`config.mk`:
```
export PLATFORM = sky130hd
export DESIGN_NAME = ucode_loader
export DESIGN_NICKNAME = d
export VERILOG_FILES = /design/src/rtl/ucode_loader.sv
export SDC_FILE = /design/constraint.sdc
export NUM_CORES = 1
export LEC_CHECK = 0
export ABC_AREA = 1
export ABC_CLOCK_PERIOD_IN_PS = 2100
export CELL_PAD_IN_SITES_DETAIL_PLACEMENT = 1
export CELL_PAD_IN_SITES_GLOBAL_PLACEMENT = 1
export CORE_MARGIN = 4
export CORE_UTILIZATION = 42
export CTS_CLUSTER_SIZE = 24
export DETAILED_ROUTE_END_ITERATION = 8
export PLACE_DENSITY_LB_ADDON = 0.2
export SLEW_MARGIN = 20
export SYNTH_ARGS = -nofsm -noshare
export SYNTH_HDL_FRONTEND = slang
export SYNTH_SLANG_ARGS = --single-unit
```
`constraint.sdc`:
```
create_clock -name clk -period 2.1 [get_ports clk]
set_input_delay 0.42 -clock clk [delete_from_list [all_inputs] [get_ports clk]]
set_output_delay 0.42 -clock clk [all_outputs]
set_load 0.1 [all_outputs]
```
`src/rtl/ucode_loader.sv`:
```
// Microcode loader: parses a framed byte stream (start, count, data, checksum) and
// writes 32-bit words into microcode memory, holding the sequencer until a verified load.
//
// state    | meaning
// ---------+----------------------------------------------------------
// S_IDLE   | waiting for START_BYTE; other bytes silently dropped
// S_CNT_HI | capturing high byte of word count
// S_CNT_LO | capturing low byte, validating count
// S_DATA   | assembling words MSB-first, writing every 4th byte
// S_CHK    | comparing the checksum byte with the running XOR
module ucode_loader #(
   parameter int          ADDR_W     = 9,
   parameter logic [7:0]  START_BYTE = 8'hA5
) (
   input  logic              clk,
   input  logic              rst_n,
   input  logic [7:0]        in_data_i,
   input  logic              in_valid_i,
   output logic              in_ready_o,
   output logic              wr_en_o,
   output logic [ADDR_W-1:0] wr_addr_o,
   output logic [31:0]       wr_data_o,
   output logic              seq_hold_o,
   output logic              done_o,
   output logic              err_o
);

   localparam int          CW  = ADDR_W + 1;
   localparam logic [16:0] CAP = 17'(2 ** ADDR_W);

   typedef enum logic [2:0] {
      S_IDLE,
      S_CNT_HI,
      S_CNT_LO,
      S_DATA,
      S_CHK
   } state_t;

   state_t              state_q;
   logic [7:0]          cnt_hi_q;
   logic [CW-1:0]       words_left_q;
   logic [ADDR_W-1:0]   word_idx_q;
   logic [1:0]          byte_idx_q;
   logic [23:0]         asm_q;
   logic [7:0]          xor_q;

   logic                xfer_d;
   logic [15:0]         count_d;
   logic                count_ok_d;
   logic [31:0]         word_d;
   logic [7:0]          xor_d;

   always_comb begin
      xfer_d     = in_valid_i && in_ready_o;
      count_d    = {cnt_hi_q, in_data_i};
      count_ok_d = (count_d != 16'd0) && ({1'b0, count_d} <= CAP);
      word_d     = {asm_q, in_data_i};
      xor_d      = xor_q ^ in_data_i;
   end

   always_ff @(posedge clk or negedge rst_n) begin
      if (!rst_n) begin
         state_q      <= S_IDLE;
         cnt_hi_q     <= '0;
         words_left_q <= '0;
         word_idx_q   <= '0;
         byte_idx_q   <= '0;
         asm_q        <= '0;
         xor_q        <= '0;
         in_ready_o   <= 1'b0;
         wr_en_o      <= 1'b0;
         wr_addr_o    <= '0;
         wr_data_o    <= '0;
         seq_hold_o   <= 1'b1;
         done_o       <= 1'b0;
         err_o        <= 1'b0;
      end else begin
         in_ready_o <= 1'b1;
         wr_en_o    <= 1'b0;
         done_o     <= 1'b0;
         err_o      <= 1'b0;
         if (xfer_d) begin
            unique case (state_q)
               S_IDLE: begin
                  if (in_data_i == START_BYTE) begin
                     seq_hold_o <= 1'b1;
                     state_q    <= S_CNT_HI;
                  end
               end
               S_CNT_HI: begin
                  cnt_hi_q <= in_data_i;
                  state_q  <= S_CNT_LO;
               end
               S_CNT_LO: begin
                  if (count_ok_d) begin
                     words_left_q <= count_d[CW-1:0];
                     word_idx_q   <= '0;
                     byte_idx_q   <= '0;
                     xor_q        <= '0;
                     state_q      <= S_DATA;
                  end else begin
                     err_o   <= 1'b1;
                     state_q <= S_IDLE;
                  end
               end
               S_DATA: begin
                  asm_q      <= word_d[23:0];
                  xor_q      <= xor_d;
                  byte_idx_q <= byte_idx_q + 2'd1;
                  if (byte_idx_q == 2'd3) begin
                     wr_en_o      <= 1'b1;
                     wr_addr_o    <= word_idx_q;
                     wr_data_o    <= word_d;
                     word_idx_q   <= word_idx_q + 1'b1;
                     words_left_q <= words_left_q - 1'b1;
                     // Terminal count: the word just written was the last one.
                     if (words_left_q == CW'(1)) begin
                        state_q <= S_CHK;
                     end
                  end
               end
               S_CHK: begin
                  if (in_data_i == xor_q) begin
                     done_o     <= 1'b1;
                     seq_hold_o <= 1'b0;
                  end else begin
                     err_o <= 1'b1;
                  end
                  state_q <= S_IDLE;
               end
               default: state_q <= S_IDLE;
            endcase
         end
      end
   end

endmodule

```
* Yosys cells after proc, flatten, opt, wreduce, memory -nomap -nowiden
Index checks and enable logic that the tools add are counted. Widths: inputs -> output; s select.
Word-level totals: input port bits 11, output and inout port bits 46, word-level logic and storage cells 73, register bits after elaboration 110
Operators by class: magnitude comparators 1, add/sub/neg operators 3, eq/ne operators 13, muxes and demuxes 28, bitwise operators 1, reductions and logical operators 13
Operator list (count):
- $mux 10 | 2
- $pmux 10 s2 | 1
- $mux 9 | 2
- $pmux 9 s2 | 1
- $le 16x10->1 const B | 1
- $pmux 8 s2 | 1
- $reduce_bool 16->1 | 1
- $pmux 3 s4 | 1
- $reduce_and 4->1 | 3
- $mux 1 | 11
- $eq 10x1->1 const B | 1
- $ne 2x2->1 const B | 5
- $sub 10x1->10 const B | 1
- $add 9x1->9 const B | 1
- $mux 3 | 3
- $eq 8x8->1 | 1
- $eq 8x8->1 const B | 1
- $mux 8 | 1
- $xor 8x8->8 | 1
- $eq 3x2->1 const B | 2
- $reduce_and 3->1 | 2
- $mux 2 | 2
- $pmux 1 s2 | 2
- $pmux 2 s2 | 1
- other kinds (8) | 11

* Longest topological paths before layout
word-level depth 5, gate-level depth with buffers 12, gate-level depth less buffers 11

* Worst setup path after synthesis
Ideal clock, no wire load.
path kind reg2reg, from register in_ready_o, to register words_left_q[4], setup slack -0.123 ns, data required time 1.982 ns, setup time 0.118 ns, stages on the path, launching flop included 7, buffers on the path 1, period minus slack after synthesis 2.223 ns, arrival 2.105 ns, cells stage by stage dfrtp_1 > nand2_1 > nor2_2 > nand3_4 > buf_4 > nand2_1 > nand2_1
On the way: word-level cells in the longest chain between the ends 2
Ends and longest elaborated chain:
- from (decl) | line 19 | output logic in_ready_o,
- from (signal assigned) | line 70 | in_ready_o <= 1'b0;
- from (signal assigned) | line 78 | in_ready_o <= 1'b1;
- $logic_and 1x1->1 | line 54 | xfer_d = in_valid_i && in_ready_o;
- $reduce_and 4->1 (no source line)
- to (signal assigned) | line 96 | words_left_q <= count_d[CW-1:0];
- to (signal assigned) | line 115 | words_left_q <= words_left_q - 1'b1;
- to (decl) | line 41 | logic [CW-1:0] words_left_q;
Every way passes these cells. A chain may end at the register's enable or synchronous reset.

* Final worst setup path
from input in_data_i[5], to register xor_q[7]
On the way: word-level cells in the longest chain between the ends 4, elaborated cells on any way between the ends 5, classes of those cells 1 x order compare; 1 x eq/ne; 3 x reduce/logical
Ends and longest elaborated chain:
- from (decl) | line 17 | input logic [7:0] in_data_i,
- $le 16x10->1 or $reduce_bool 16->1 (tied branches) | line 56 | count_ok_d = (count_d != 16'd0) && ({1'b0, count_d} <= CAP);
- $logic_and 1x1->1 (*) | line 56
- $ne 2x2->1 (no source line) (*)
- $reduce_and 3->1 (no source line) (*)
- to (signal assigned) | line 108 | xor_q <= xor_d;
- to (decl) | line 45 | logic [7:0] xor_q;
Every way passes the cells marked *; elsewhere a longest branch is shown, timed or not.

==> metrics <==
status=finished clean; reg2reg start=state_q[2]; crit-path cells=clkdlybuf4s50_1 > nor2_1 > nand2_1 > nor2_1 > nand3b_1 > nand2_1 > nand2_4 > nand2_1 > nand2_1 > o21ai_0; Post-synth EDFFs=0; largest stage delay on the critical path=450 ps; flops & latches, synth=110; WP buf/inv=1; post-route setup slack=287.2 ps; clk_lat worst skew=360 ps; most frequent CP cell=nand2_1; final-report max-slew violation count=0; Final GP Congestion=0.8357; Main synth FF type=dfrtp_1; CTS Sinks=110; # Post-CTS Setup Buffers=0; dpl hpwl=9.310 mm; reg2reg end=wr_data_o[1]; number of I/O pins=57; Cells after Synth=roughly 580; die height=116.1 um; pre-CTS setup slack=-60.82 ps; maximum vdd drop=0.6894 mV; Cell Area, Placed=5690 sq um; DIE AREA=approximately 13000 sq um; Worst EP required=2390 ps; crit end category=flop; ANT cells=0; routed vias=4080; register area=2755 sq um; CTS tree=done; area grow syn2layout=22.41%; Fillers=1390; post-synth top area share=between 50% and 60%; largest net degree at the start of global routing=56; crit path launch=in_data_i[5]; YS warnings=0; MaxCap Viol Count=0; Hold/Removal Path Class=in -> async; Final Power=around 7 mW; setup slack, reg-to-reg=330 ps; drt total wl=~13 mm; synth cell count leaders=210 x nand2_1, 109 x dfrtp_1, 51 x o21ai_0, 47 x inv_1, 38 x nor2_1; vias in the first global route=between 4000 and 5000; Core Footprint=11420 sq um; CTS H-Tree Depth=3; Initial Util=42.99%; root buffer cell=clkbuf_16; Finished Core Util=52.62%; crit-path max FO=10; cts hold-fix bufs=0; Pre-antenna DRT Iters=4; initial antenna violation count=0; Avg Cell Area, Syn=about 8.4 sq um; worst-margin pin slew=roughly 640 ps; global route overflow=0; die width=116.1 um; count of input and output buffers=56; share of post-route cells with drive strength above 1=between 10% and 20%; Multi-input gate area=1862 sq um; post-synth top area cell=dfrtp_1; register area share after synthesis=56.11%; Vias per Instance=approximately 5; critical path startpoint category=input port; Synth area leaders=dfrtp_1 56%, nand2_1 16%, o21ai_0 5.2%, inv_1 3.6%, o21ai_1 3.0%; synthesized net count=596; fmax=between 500 and 600 MHz; CTS Buf Count=9; Setup Crit Path Kind=in -> reg; Setup Skew=9.126 ps; Max-slew headroom=57.19%; delay-heaviest family, CP=simple AND/OR/NAND/NOR gates; most numerous cell in the Yosys netlist=nand2_1; reg2reg path depth=11; Synth cell types=32; Nets=669; RSZ-0062 raised after global routing=false; Cell Rows=39; Worst-path clk slew=80 ps; Worst path slowest cell=clkdlybuf4s50_1; drt drc=0; Post-CTS Resized=0; initial DRC count=183; Tot GR Track Use=a little over a fifth; Pwr Density=1164 nW/um^2; DR WL/cell=16.10 um; Placed Cells=a little under 800; global-route wire length before repair=22.38 mm; Setup TNS Final=0 ps; endpoints failing setup=0; fin area=6008 sq um; Final period util=86.32%; Final Instance Count excl. Fillers=802; Lkg Pwr=3.103 nW; Detail Route Antenna Nets=0; Clock Tree Buf Depth=2; hold_ws=80.03 ps; Post-Syn Area=4908 sq um; Fin. Hold Viols=0; min Tclk post-route=roughly 1800 ps; CP arrival=around 2100 ps; ys async rst share=100.0%
-- logic make-up after synthesis --
| kind of cell | count (synthesis) | share of synthesized area [%] |
|---|---|---|
| other cells | 1 | 0.07640 |
| compound gates | 85 | 8.769 |
| buf+inv | 71 | 5.965 |
| simple gates | 298 | 25.92 |
| flops | 110 | 56.11 |
| fa+ha+maj | 4 | 1.020 |
| xor+xnor | 12 | 2.141 |
-- worst max path at each step --
stage / slack (ps) / to / cells past startpoint
after floorplan: 240 / words_left_q[4] / 6
after global placement: 40 / words_left_q[9] / 11
after detailed placement: -60 / xor_q[7] / 11
after CTS: 290 / xor_q[7] / 11
after global routing: 100 / byte_idx_q[0] / 10
final: 290 / xor_q[7] / 10
-- final cells by class --
cell class	count	area share, %
tap	143	2.978
clock buffer	10	3.811
multi-input combinational	400	30.99
inverter	51	3.228
clock inverter	6	1.479
sequential	110	45.86
timing repair buffer	82	11.66
-- state kept, by name (all words and copies together) (netlist names), 2 cells and up --
name          cells
wr_addr_o         9
wr_data_o        32
byte_idx_q        2
word_idx_q        9
cnt_hi_q          8
xor_q             8
words_left_q     10
asm_q            24
state_q           3
-- worst register-to-register path, delay by kind of cell, from the launching register on --
kind                   cells  cell delay [ps]
and+or+nand+nor            5              370
buffers and inverters      5              830
AOI/OAI and AO/OA          1               90
DFF                        1              390
-- placed cells by master, fill, tap and decap left out, types with 5 or more instances in the layout --
cell type          n
nand2_1          210
dfrtp_1          108
buf_4             68
o21ai_0           51
inv_1             47
nor2_1            38
o21ai_1           29
nand4_1           20
nand3_1           17
xnor2_1           10
clkbuf_16          9
clkdlybuf4s50_1    9
buf_12             5
-- per-layer routing --
metal	part of all wire, %	global-route usage (%)	vias up
met5	0	0	-
met1	45	26.36	2010
li1	-	-	1990
met4	2.5	7.966	0
met3	2.9	4.870	22
met2	50	37.36	58
-- report_power, final --
group | leakage [nW] | internal [mW] | switching [mW]
logic | 1.50 | 0.676 | 1.45
clock network | 0.155 | 0.964 | 0.860
registers | 1.44 | 2.67 | 0.378
No activity file was read; power rests on OpenSTA's default activity.
